### config.mk
export PLATFORM = sky130hd
export DESIGN_NAME = uart_rx_deserializer
export DESIGN_NICKNAME = d
export VERILOG_FILES = /design/src/rtl/uart_rx_deserializer.sv
export SDC_FILE = /design/constraint.sdc
export NUM_CORES = 1
export LEC_CHECK = 0
export ABC_AREA = 0
export CAP_MARGIN = 25
export CORE_UTILIZATION = 45
export CTS_CLUSTER_SIZE = 16
export DETAILED_ROUTE_END_ITERATION = 7
export PLACE_DENSITY = 0.67
export SYNTH_ARGS = -nofsm -noshare
export SYNTH_HDL_FRONTEND = slang
export SYNTH_SLANG_ARGS = --single-unit
export TNS_END_PERCENT = 50
### constraint.sdc
create_clock -name clk -period 2.07 [get_ports clk]
set_input_delay 0.414 -clock clk [delete_from_list [all_inputs] [get_ports clk]]
set_output_delay 0.414 -clock clk [all_outputs]
set_load 0.1 [all_outputs]
### src/rtl/uart_rx_deserializer.sv
// UART receive deserializer: oversampled start detection, 3-sample majority vote per bit,
// LSB-first data, optional parity and stop check, with one-cycle valid/error pulses.
module uart_rx_deserializer #(
  parameter int DATA_WIDTH = 8,
  parameter int PRESCALE_W = 6
) (
  input  logic                  clk,
  input  logic                  rst_n,
  input  logic                  rx_in,
  input  logic [PRESCALE_W-1:0] prescale,
  input  logic                  par_en,
  input  logic                  par_typ,
  output logic [DATA_WIDTH-1:0] p_data,
  output logic                  data_valid,
  output logic                  par_err,
  output logic                  stp_err,
  output logic                  busy,
  output logic [2:0]            state_dbg
);

  localparam int BW = (DATA_WIDTH > 1) ? $clog2(DATA_WIDTH) : 1;
  localparam logic [PRESCALE_W-1:0] ONE = PRESCALE_W'(1);
  localparam logic [PRESCALE_W-1:0] TWO = PRESCALE_W'(2);

  typedef enum logic [2:0] {IDLE, START, DATA, PARITY, STOP} state_e;

  state_e                  state_q;
  logic [PRESCALE_W-1:0]   edge_cnt_q;
  logic [BW-1:0]           bit_cnt_q;
  logic [PRESCALE_W-1:0]   prescale_q;
  logic                    par_en_q;
  logic                    par_typ_q;
  logic [2:0]              samp_q;
  logic                    bit_q;
  logic [DATA_WIDTH-1:0]   shift_q;
  logic                    par_bad_q;
  logic [DATA_WIDTH-1:0]   p_data_q;
  logic                    data_valid_q;
  logic                    par_err_q;
  logic                    stp_err_q;
  logic                    busy_q;

  logic [PRESCALE_W-1:0]   half_d;
  logic                    at_last_d;
  logic                    samp_en_d;
  logic                    vote_en_d;
  logic                    vote_d;

  // Sample window is centred on the middle of the bit; the vote is registered two
  // cycles later so it is stable well before the bit-boundary decision.
  always_comb begin
    half_d    = prescale_q >> 1;
    at_last_d = (edge_cnt_q == prescale_q - ONE);
    samp_en_d = (edge_cnt_q == half_d - ONE) || (edge_cnt_q == half_d) ||
                (edge_cnt_q == half_d + ONE);
    vote_en_d = (edge_cnt_q == half_d + TWO);
    vote_d    = (samp_q[0] & samp_q[1]) | (samp_q[0] & samp_q[2]) | (samp_q[1] & samp_q[2]);
  end

  always_ff @(posedge clk or negedge rst_n) begin
    if (!rst_n) begin
      state_q      <= IDLE;
      edge_cnt_q   <= '0;
      bit_cnt_q    <= '0;
      prescale_q   <= '0;
      par_en_q     <= 1'b0;
      par_typ_q    <= 1'b0;
      samp_q       <= '0;
      bit_q        <= 1'b0;
      shift_q      <= '0;
      par_bad_q    <= 1'b0;
      p_data_q     <= '0;
      data_valid_q <= 1'b0;
      par_err_q    <= 1'b0;
      stp_err_q    <= 1'b0;
      busy_q       <= 1'b0;
    end else begin
      data_valid_q <= 1'b0;
      par_err_q    <= 1'b0;
      stp_err_q    <= 1'b0;
      if (state_q != IDLE) begin
        edge_cnt_q <= at_last_d ? '0 : edge_cnt_q + ONE;
        if (samp_en_d) samp_q <= {samp_q[1:0], rx_in};
        if (vote_en_d) bit_q <= vote_d;
      end
      case (state_q)
        IDLE: begin
          // The detecting cycle is edge 0 of the start bit, so counting resumes at 1.
          if (!rx_in) begin
            state_q    <= START;
            busy_q     <= 1'b1;
            edge_cnt_q <= ONE;
            prescale_q <= prescale;
            par_en_q   <= par_en;
            par_typ_q  <= par_typ;
            bit_cnt_q  <= '0;
            par_bad_q  <= 1'b0;
          end
        end
        START: begin
          if (at_last_d) begin
            if (bit_q) begin
              state_q <= IDLE;
              busy_q  <= 1'b0;
            end else begin
              state_q <= DATA;
            end
          end
        end
        DATA: begin
          if (at_last_d) begin
            shift_q[bit_cnt_q] <= bit_q;
            if (bit_cnt_q == BW'(DATA_WIDTH - 1)) begin
              bit_cnt_q <= '0;
              state_q   <= par_en_q ? PARITY : STOP;
            end else begin
              bit_cnt_q <= bit_cnt_q + 1'b1;
            end
          end
        end
        PARITY: begin
          if (at_last_d) begin
            par_bad_q <= bit_q ^ (^shift_q) ^ par_typ_q;
            state_q   <= STOP;
          end
        end
        STOP: begin
          if (at_last_d) begin
            state_q   <= IDLE;
            busy_q    <= 1'b0;
            par_err_q <= par_bad_q;
            stp_err_q <= ~bit_q;
            if (!par_bad_q && bit_q) begin
              data_valid_q <= 1'b1;
              p_data_q     <= shift_q;
            end
          end
        end
        default: begin
          state_q <= IDLE;
          busy_q  <= 1'b0;
        end
      endcase
    end
  end

  assign p_data     = p_data_q;
  assign data_valid = data_valid_q;
  assign par_err    = par_err_q;
  assign stp_err    = stp_err_q;
  assign busy       = busy_q;
  assign state_dbg  = state_q;

endmodule

==> qor.csv <==
stage,metric,value,unit
route,wl_per_cell,16.8,um
sta,fmax,0.455,GHz
grt,grt.met3_usage,0.0382,
cells_and_area,layoutNonFillerInstCount,414,
clocking,clock_sinks,45,
sta,tns,-2.04,ns
synthesis,synth-main-ff-cell,dfrtp_1,
die,fp.dieH,81.2,um
grt,top_usage_layer,met2,
critical_path,rrSetupSlack,-0.13,ns
pwr,power.internal,3110,uW
critical_path,end_kind,register,
sta,skew,0.00444,ns
synthesis,synth_simple_gate_area_frac,0.170,
synthesis,synthArstFlopShare,1.00,
synthesis,yosysTopAreaCell,dfrtp_1,
pwr,switchingPower,2370,uW
cells_and_area,drive_gt1_frac,0.386,
critical_path,path_depth,9,
sta,post-route-period-util,1.06,
grt,antenna_found_initial,0,
critical_path,setup.worst_path.start,prescale_q[2]$_DFFE_PN0P_,
die,start_util,0.471,
synthesis,synth_fa_ha_area_frac,0.0479,
sta,tightest_slew,0.568,ns
route,totalWireLength,6940,um
min_path,holdCritPathClass,input port to asynchronous set/reset pin,
synthesis,yosys_warnings,0,
synthesis,synth_edf_count,0,
pwr,peakVddDrop,0.853,mV
synthesis,synth_top_family_by_area,simple AND/OR/NAND/NOR gates,
synthesis,syn_area,0.00282,mm^2
pwr,pwr-share-clk,0.111,
clocking,clockRootBuffer,clkbuf_8,
sta,finalMaxSlewViolations,0,
pwr,swShare,0.433,
sta,max-slew-margin-rel,0.618,
die,num_rows,28,
synthesis,synth_most_common_cell,dfrtp_1,
critical_path,cp.required,2.26,ns
die,die_area,0.00659,mm^2
critical_path,cp_max_fo,5,
placement,place_inst,396,
outcome,outcome,"finished, violations left",
sta,grt_setup_unrepaired,true,
outcome,violations,setup timing,
die,io-pin-count,26,
synthesis,muxShareOfSynthArea,0.106,
pwr,power_density,1470,mW/mm^2
sta,finalHoldViolCount,0,
job,cap_violations,0,
critical_path,crit_arrival,2.39,ns
route,num_vias,2264,
route,ant_nets,0,
clocking,cts.path.max_buffers,2,
sta,setup_viol,27,
clocking,htreeDepth,2,
critical_path,startpoint_type,register,
route,viasPerCell,5.47,
route,drtIter0Drc,133,
critical_path,crit_end,p_data[6]$_DFFE_PN0P_,
placement,gp_congestion,0.908,
clocking,tritoncts,done,
route,drtPass1Iterations,4,
placement,dpl.hpwl,4680,um
synthesis,synth_xor_area_frac,0.108,
grt,grt-ovfl-total,0,
synthesis,synth_compound_area_frac,0.107,
cells_and_area,area_growth,32.5,%
cells_and_area,seq_area,0.00113,mm^2
critical_path,cp_num_buf_inv,2,
synthesis,synth_seq_area_share,0.399,
clocking,clk_pin_slew,0.09,ns
clocking,clk_latency,0.30,ns
placement,numPortBuffers,25,
clocking,cts_hold_buf,0,
critical_path,critPathSlowestCell,dfrtp_1,
critical_path,cpPeakStageDelay,0.41,ns
synthesis,synth_top_cell_area_share,0.399,
synthesis,ys_ff_latch,45,
pwr,power.leakage,0.00166,uW
placement,pre_cts_slack,-0.132,ns
die,die_w,81.2,um
critical_path,crit_family,simple AND/OR/NAND/NOR gates,
cells_and_area,fill_cells,441,
cells_and_area,layout.nets,359,
pwr,seqPwrFrac,0.262,
sta,period_minus_slack,2.20,ns
clocking,cts_buffers,5,
cells_and_area,antenna-diode-count,0,
synthesis,synthCells,282,
critical_path,r2r_cells,9,
grt,grt_pass1_wl,10900,um
cells_and_area,multi_input_area,0.00172,mm^2
synthesis,synth_common_cells,"dfrtp_1, xnor2_1, nand2_1",
pwr,comb_power_share,0.628,
sta,setup_ws,-0.128,ns
synthesis,synth_area_leaders,"dfrtp_1, xnor2_1, mux2_1",
grt,first_global_vias,2206,
route,drc_errors,0,
synthesis,synth_nets,303,
critical_path,rr_startpoint,prescale_q[2]$_DFFE_PN0P_,
grt,grtUsageMet1,0.289,
critical_path,cp_cell_sequence,inv_2 -> ha_4 -> nor3b_4 -> nand2_2 -> xnor2_2 -> and4_4 -> buf_4 -> nand4_4 -> mux2_2,
grt,met2_usage,0.375,
grt,grt.total_usage,0.225,
synthesis,synthDistinctLibCells,59,
critical_path,path_class,register to register,
synthesis,synth.avg_cell_area,10.0,um^2
die,fp.coreArea,0.00599,mm^2
critical_path,reg2reg_to,p_data[6]$_DFFE_PN0P_,
grt,grt_max_degree,28,
==> worst min path at each step <==
| stage | cells after the start | slack (ns) | to |
|---|---|---|---|
| 3_5_place_dp | 1 | 0.36 | prescale_q[4]$_DFFE_PN0P_ |
| 4_1_cts | 1 | 0.03 | prescale_q[2]$_DFFE_PN0P_ |
| 2_1_floorplan | 0 | 0.12 | bit_cnt_q[0]$_DFFE_PN0P_ |
| 6_report | 1 | 0.01 | prescale_q[2]$_DFFE_PN0P_ |
| 3_3_place_gp | 1 | 0.36 | prescale_q[4]$_DFFE_PN0P_ |
| 5_1_grt | 1 | 0.03 | prescale_q[2]$_DFFE_PN0P_ |
==> cell usage in the layout (no fill, tap or decap), types with 3 or more instances in the layout <==
cell	count
ha_1	7
mux2i_1	4
a21oi_1	7
xnor2_1	23
nand4_1	5
buf_12	6
inv_2	3
mux2_4	12
o21ai_0	12
clkdlybuf4s50_1	9
clkbuf_8	6
nand3_2	6
mux2_1	3
inv_1	11
o21ai_1	5
buf_6	3
dfrtp_1	39
nand3_1	11
or4_1	3
and3_1	3
dfrtp_2	6
nand2_1	22
nor2_1	11
mux2_2	8
nor3_1	7
buf_4	46
xnor2_2	4
==> power by group through the flow <==
stage          Combinational [uW]  Sequential (uW)  Clock [uW]
4_1_cts                      3070             1420         620
3_5_place_dp                 2940             1420           0
3_3_place_gp                 2910             1410           0
6_report                     3440             1440         606
5_1_grt                      3740             1460         665
2_1_floorplan                2050             1420           0
==> metrics by stage <==
step	utilization	total power [uW]	hold slack, ns	instance area [um^2]
3_3_place_gp	0.558	4330	0.356	3340
6_report	0.624	5490	0.0128	3740
2_1_floorplan	-	3470	0.118	2840
3_5_place_dp	0.558	4360	0.356	3340
4_1_cts	0.591	5110	0.0292	3540
5_1_grt	0.624	5870	0.0273	3740
==> worst reg2reg max path, delay by kind of cell (launching register included) <==
kind	cells	cell delay, ns
buffers and inverters	2	0.28
xor gates and xnor gates	1	0.17
adders and majority gates	1	0.16
DFF	1	0.41
and+or+nand+nor	4	0.76
muxes	1	0.30
==> timing repair <==
action / 4_1_cts / 5_1_grt
endpoints found under the setup margin: 26 / 32
pin swaps: 1 / 12
hold endpoints to repair: 0 / 0
cloned: 0 / 3
resized for setup: 22 / 28
setup buffers: 2 / 6
==> routing by layer <==
layer,vias to the layer above,part of all wire
met3,17,0.038
met2,51,0.49
met1,1101,0.44
met5,-,0
li1,1095,-
met4,0,0.027
==> registers in the layout (all words and copies together), names as in the netlist, 3 cells and up <==
register and flops:
bit_cnt_q 3, edge_cnt_q 6, p_data 8, prescale_q 6
samp_q 3, shift_q 8, state_dbg 3
==> cells by family (layout without fill, tap and decap cells) <==
family | count (synthesis) | in the layout
AOI/OAI and AO/OA | 45 | 45
xor gates and xnor gates | 31 | 31
adders and majority gates | 11 | 11
buffers and inverters | 33 | 89
DFF | 45 | 45
muxes | 27 | 27
and+or+nand+nor | 90 | 91
==> area by class of cell <==
type	count	area share
clock buffer	6	0.0221
tap	75	0.0251
inverter	14	0.0140
sequential	45	0.303
timing repair buffer	67	0.172
clock inverter	2	0.00435
multi-input combinational	205	0.459
Power figures use the tool's default switching activity.
==> edit 1, RTL diff (same flow settings) <==
Add an input register stage for `rx_in`, `prescale`, `par_en` and `par_typ`; this delays them by one clock.
--- a/src/rtl/uart_rx_deserializer.sv
+++ b/src/rtl/uart_rx_deserializer.sv
@@ -23,6 +23,18 @@
   localparam logic [PRESCALE_W-1:0] TWO = PRESCALE_W'(2);
 
   typedef enum logic [2:0] {IDLE, START, DATA, PARITY, STOP} state_e;
+
+  logic rx_q;
+  logic [PRESCALE_W-1:0] prescale_r;
+  logic par_en_r;
+  logic par_typ_r;
+
+  always_ff @(posedge clk) begin
+    rx_q       <= rx_in;
+    prescale_r <= prescale;
+    par_en_r   <= par_en;
+    par_typ_r  <= par_typ;
+  end
 
   state_e                  state_q;
   logic [PRESCALE_W-1:0]   edge_cnt_q;
@@ -80,19 +92,19 @@
       stp_err_q    <= 1'b0;
       if (state_q != IDLE) begin
         edge_cnt_q <= at_last_d ? '0 : edge_cnt_q + ONE;
-        if (samp_en_d) samp_q <= {samp_q[1:0], rx_in};
+        if (samp_en_d) samp_q <= {samp_q[1:0], rx_q};
         if (vote_en_d) bit_q <= vote_d;
       end
       case (state_q)
         IDLE: begin
           // The detecting cycle is edge 0 of the start bit, so counting resumes at 1.
-          if (!rx_in) begin
+          if (!rx_q) begin
             state_q    <= START;
             busy_q     <= 1'b1;
             edge_cnt_q <= ONE;
-            prescale_q <= prescale;
-            par_en_q   <= par_en;
-            par_typ_q  <= par_typ;
+            prescale_q <= prescale_r;
+            par_en_q   <= par_en_r;
+            par_typ_q  <= par_typ_r;
             bit_cnt_q  <= '0;
             par_bad_q  <= 1'b0;
           end
Function: changed (a bounded check fails within 4 cycles, from zero or initial values and one cycle with rst_n low).
==> edit 1 against the unedited design <==
The run ends with design-rule violations, negative setup slack left. Clock skew about the same. First-iteration DRC count is 34% lower. Utilization is 1.3 points higher. Critical path depth increased by 1. Maximum frequency fell by 1.1%. Sequential cell count rose by 9. Design area grew 9.5%. Worst setup slack got worse by 0.024 ns. Synthesized area up 6.7%. Total power up 7.3%. Wire length increased by 1.8%.
==> edit 1: results (changes against the unedited design) <==
\begin{tabular}{lr}
\hline
Metric & Value \\
\hline
\multicolumn{2}{l}{\textbf{Status}} \\
\quad Run status & finished with violations \\
\quad Failing checks & design-rule violations, negative setup slack \\
\multicolumn{2}{l}{\textbf{GRT}} \\
\quad Overall global routing resource usage & 0.2183 (-0.006689) \\
\quad Global-route wire length before repair & 12010 µm (+10\%) \\
\multicolumn{2}{l}{\textbf{Logic synthesis}} \\
\quad Proportion of register bits with asynchronous set or reset after synthesis & 0.8333 (-0.1667) \\
\quad Post-synthesis mux area share & 0.1030 (-0.002907) \\
\quad Count of cell types in the netlist & 56 (-5.1\%) \\
\quad Post-Synth Adder-Cell Area & 0.04155 (-0.006327) \\
\quad Proportion of synthesized chip area in sequential cells & 0.4337 (+0.03480) \\
\quad Synthesized-area fraction occupied by ao, oa, aoi and oai cells & 0.1130 (+0.006177) \\
\multicolumn{2}{l}{\textbf{Placement}} \\
\quad Worst slack after detailed placement & -0.1812 ns (-0.04928 ns) \\
\quad Sum of net half-perimeters after detailed placement & 5099 µm (+8.9\%) \\
\quad GP Congestion & 0.8707 (-4.1\%) \\
\multicolumn{2}{l}{\textbf{Detailed routing}} \\
\quad Number of remaining DRC errors & 6 (+6) \\
\quad 1st-pass router iterations & 6 (+2) \\
\quad Drt total wl & 7065 µm (+1.8\%) \\
\multicolumn{2}{l}{\textbf{Layout}} \\
\quad Number of nets in the layout & 382 (+6.4\%) \\
\multicolumn{2}{l}{\textbf{Clock tree}} \\
\quad Post-CTS clock slew at the launch and capture registers of the worst setup and hold paths & 0.11 ns (+0.02 ns) \\
\quad Clock latency reported for the late side of the worst-skew pair & 0.32 ns (+0.02 ns) \\
\multicolumn{2}{l}{\textbf{Power and ir drop}} \\
\quad Leak pwr & 1.831 nW (+10\%) \\
\quad Worst ir drop on vdd & 828.9 µV (-2.8\%) \\
\multicolumn{2}{l}{\textbf{Worst setup path}} \\
\quad Data arrival time at the worst-slack endpoint & 2.43 ns (+0.04 ns) \\
\multicolumn{2}{l}{\textbf{Timing}} \\
\quad Final setup slack of the worst path & -0.1513 ns (-0.02362 ns) \\
\quad Setup TNS & -2.075 ns (-0.03734 ns) \\
\quad Number of failing setup endpoints in the final timing report & 28 (+3.7\%) \\
\hline
\end{tabular}
[edit 1: cell count changes in the layout (fill, tap and decap cells not counted), sizes merged, moves of 5 or more]
| cell | before | now |
|---|---|---|
| nand3 | 17 | 10 |
| xor2 | 4 | 9 |
| xnor2 | 27 | 21 |
| buf | 56 | 74 |
| dfxtp | 0 | 9 |
[edit 1: where the power goes]
group / leakage, nW / total [W] / internal, W / switching [W]
Sequential: 0.660 / 0.00157 / 0.00127 / 0.000295
Combinational: 1.12 / 0.00369 / 0.00185 / 0.00184
Clock: 0.0491 / 0.000632 / 0.000250 / 0.000382
Total: 1.83 / 0.00589 / 0.00337 / 0.00252
[edit 1: critical path, cell delays in order (launching register included)]
cell and delay [ns]:
dfrtp_1 0.43, inv_6 0.06, ha_1 0.19, nand2_1 0.12, buf_4 0.12, nand2_1 0.07
xnor2_2 0.18, nor3_4 0.27, buf_12 0.16, nand4_1 0.18, mux2_4 0.35
[edit 1: worst paths after layout]
check                                               start                         to  slack [ns]  cells past startpoint
min in group clk                    prescale_r[2]$_DFF_P_  prescale_q[2]$_DFFE_PN0P_        0.45                      2
worst max register to register  prescale_q[1]$_DFFE_PN0P_     shift_q[4]$_DFFE_PN0P_       -0.15                     10
worst min register to register      prescale_r[2]$_DFF_P_  prescale_q[2]$_DFFE_PN0P_        0.45                      2
worst max-delay path            prescale_q[1]$_DFFE_PN0P_     shift_q[4]$_DFFE_PN0P_       -0.15                     10
max in group asynchronous                           rst_n     shift_q[2]$_DFFE_PN0P_        1.45                      2
worst min-delay path                                rst_n    edge_cnt_q[2]$_DFF_PN0_        0.07                      1
[edit 1: cell type report]
type	count	area (µm²)
Fill cell	532	2327
Clock inverter	3	26.28
Sequential cell	54	1320
Timing Repair Buffer	83	720.7
Inverter	12	50.05
Clock buffer	5	68.82
Tap cell	77	96.34
Multi-Input combinational cell	205	1813
[edit 1: layer usage]
metal  vias up  share of wire  GRT usage
met5         -              0          0
met4         0          0.029    0.06583
met3        14          0.032    0.03066
met2        54           0.46     0.3487
met1      1195           0.48     0.3087
li1       1161              -          -
[edit 1: kinds of logic (layout without fill, tap and decap cells)]
group / Yosys count / after routing
AND/OR/NAND/NOR: 89 / 89
adder cells (fa/ha/maj): 10 / 10
AO/OA/AOI/OAI: 48 / 48
multiplexers: 28 / 28
XOR/XNOR: 30 / 30
flip-flops: 54 / 54
buffers and inverters: 29 / 103
[edit 1: timing repair]
action | CTS | global route
endpoints found under the hold margin | 0 | 0
endpoints found under the setup margin | 31 | 35
buffers inserted | 9 | 1
gates resized for setup | 15 | 21
pin swaps | 7 | 11
[edit 1: metrics by stage]
stage / std cells / cell area [µm²]
final: 439 / 4095
after global routing: 439 / 4095
after CTS: 439 / 3981
after detailed placement: 422 / 3711
after global placement: 422 / 3711
after floorplan: 288 / 3109
==> edit 2, RTL diff (same settings) <==
Made on the original files. `DATA_WIDTH`: 8 -> 32.
--- a/src/rtl/uart_rx_deserializer.sv
+++ b/src/rtl/uart_rx_deserializer.sv
@@ -1,7 +1,7 @@
 // UART receive deserializer: oversampled start detection, 3-sample majority vote per bit,
 // LSB-first data, optional parity and stop check, with one-cycle valid/error pulses.
 module uart_rx_deserializer #(
-  parameter int DATA_WIDTH = 8,
+  parameter int DATA_WIDTH = 32,
   parameter int PRESCALE_W = 6
 ) (
   input  logic                  clk,
Interface: changed (resized p_data); port bits go from 26 to 50. No check against the original RTL was run, so the function may have changed too.
==> edit 2 against the unedited design <==
The flow finishes with violations (negative hold slack, negative setup slack). Wire length grew 70%. Critical endpoint is now shift_q[12]$_DFFE_PN0P_. Via count grew 60%. Sequential power grew 63%. Total power grew 40%. First-iteration DRC count shrank 3.8%. Worst setup slack lost 0.36 ns. Synthesized area grew 78%. Design area grew 89%. Clock power grew 110%. Synthesized cell count grew 54%. Sequential cell count grew 50. Non-clock buffer count grew 62.
==> edit 2: results (changes against the unedited design) <==
\begin{tabular}{lr}
\hline
Metric & Value \\
\hline
\multicolumn{2}{l}{\textbf{Status}} \\
\quad Run status & finished with violations \\
\quad Failing checks & negative hold slack, negative setup slack \\
\multicolumn{2}{l}{\textbf{Timing}} \\
\quad Minimum hold slack & -0.005972 ns (-0.01875 ns) \\
\quad Worst slew margin relative to its limit & 0.6542 (+0.03647) \\
\quad Final setup slack of the worst path & -0.4859 ns (-0.3582 ns) \\
\quad Setup TNS & -34.71 ns (-32.67 ns) \\
\quad Post-route clock skew & 0.01186 ns (+0.007424 ns) \\
\quad Total count of hold-check failures in the final report & 8 (+8) \\
\quad Number of failing setup endpoints in the final timing report & 86 (+220\%) \\
\multicolumn{2}{l}{\textbf{Layout}} \\
\quad Final design instance area without fill & 0.007083 mm² (+89\%) \\
\quad Ratio of cells with drive above 1 in the final layout & 0.5171 (+0.1306) \\
\quad Number of nets in the layout & 576 (+60\%) \\
\multicolumn{2}{l}{\textbf{Logic synthesis}} \\
\quad Proportion of synthesized chip area in sequential cells & 0.4737 (+0.07476) \\
\quad Post-Synthesis Net Count & 459 (+51\%) \\
\quad Synthesized-area fraction occupied by ao, oa, aoi and oai cells & 0.06382 (-0.04300) \\
\quad Top post-synthesis cells by area & dfrtp\_1 (47\%), mux2\_2 (9.4\%), mux2\_4 (8.7\%), xnor2\_1 (7.0\%), nor2\_1 (3.4\%) \\
\quad Count of cell types in the netlist & 54 (-8.5\%) \\
\quad Average cell area after synthesis & 11.54 µm² (+15\%) \\
\quad Post-Synth Adder-Cell Area & 0.03441 (-0.01347) \\
\quad Area share of the largest cell type after synthesis & 0.4737 (+0.07476) \\
\multicolumn{2}{l}{\textbf{Clock tree}} \\
\quad H-tree depth reported by CTS & 3 (+1) \\
\multicolumn{2}{l}{\textbf{Worst setup path}} \\
\quad Delay of the slowest cell on the worst path & 0.38 ns (-0.03 ns) \\
\quad Data arrival time at the worst-slack endpoint & 2.83 ns (+0.44 ns) \\
\multicolumn{2}{l}{\textbf{Power and ir drop}} \\
\quad Switching Fraction & 0.3984 (-0.03417) \\
\quad Part of the total power dissipated in the clock network & 0.164 (+0.053) \\
\quad Worst ir drop on vdd & 883.6 µV (+3.6\%) \\
\quad Sequential logic power & 0.00235 W (+63\%) \\
\quad Sum of internal, switching and leakage power & 0.007688 W (+40\%) \\
\multicolumn{2}{l}{\textbf{Detailed routing}} \\
\quad Iteration-0 DRC count of the detailed router & 128 (-3.8\%) \\
\multicolumn{2}{l}{\textbf{Placement}} \\
\quad Number of placed instances with taps included & 669 (+69\%) \\
\quad Sum of net half-perimeters after detailed placement & 8003 µm (+71\%) \\
\multicolumn{2}{l}{\textbf{GRT}} \\
\quad Global-route wire length before repair & 18340 µm (+68\%) \\
\hline
\end{tabular}
[edit 2: cell families (layout without fill, tap and decap cells)]
family,after synthesis,count (layout)
and+or+nand+nor,115,115
DFF,95,95
AOI/OAI and AO/OA,48,48
xor gates and xnor gates,53,53
muxes,73,73
buffers and inverters,37,159
adders and majority gates,14,14
[edit 2: worst paths after layout]
kind	startpoint	end	cells past startpoint
setup / recovery	prescale_q[1]$_DFFE_PN0P_	shift_q[12]$_DFFE_PN0P_	11
hold / removal	rst_n	p_data[9]$_DFFE_PN0P_	1
setup reg to reg	prescale_q[1]$_DFFE_PN0P_	shift_q[12]$_DFFE_PN0P_	11
hold reg to reg	p_data[14]$_DFFE_PN0P_	p_data[14]$_DFFE_PN0P_	1
max in group asynchronous	rst_n	state_dbg[1]$_DFFE_PN0P_	2
min in group clk	p_data[14]$_DFFE_PN0P_	p_data[14]$_DFFE_PN0P_	1
[edit 2: final cells by class]
class | count | area share
multi-input cells | 303 | 0.4420
flip-flops and latches | 95 | 0.3367
repair buffers | 129 | 0.1615
well taps | 140 | 0.02473
clock buffers | 9 | 0.01749
clock inverters | 7 | 0.009892
inverters | 14 | 0.007772
[edit 2: timing repair]
action | CTS | global route
setup buffers | 8 | 4
pin swaps | 13 | 29
gates resized for setup | 81 | 95
setup endpoints to repair | 84 | 87
[edit 2: metal layers]
layer / global-route usage / wire (µm) / vias to the layer above
met4: 0.08415 / 275 / 0
met2: 0.3507 / 5937 / 71
met1: 0.2625 / 5237 / 1800
met5: 0 / 0 / -
li1: - / - / 1734
met3: 0.03329 / 335 / 16
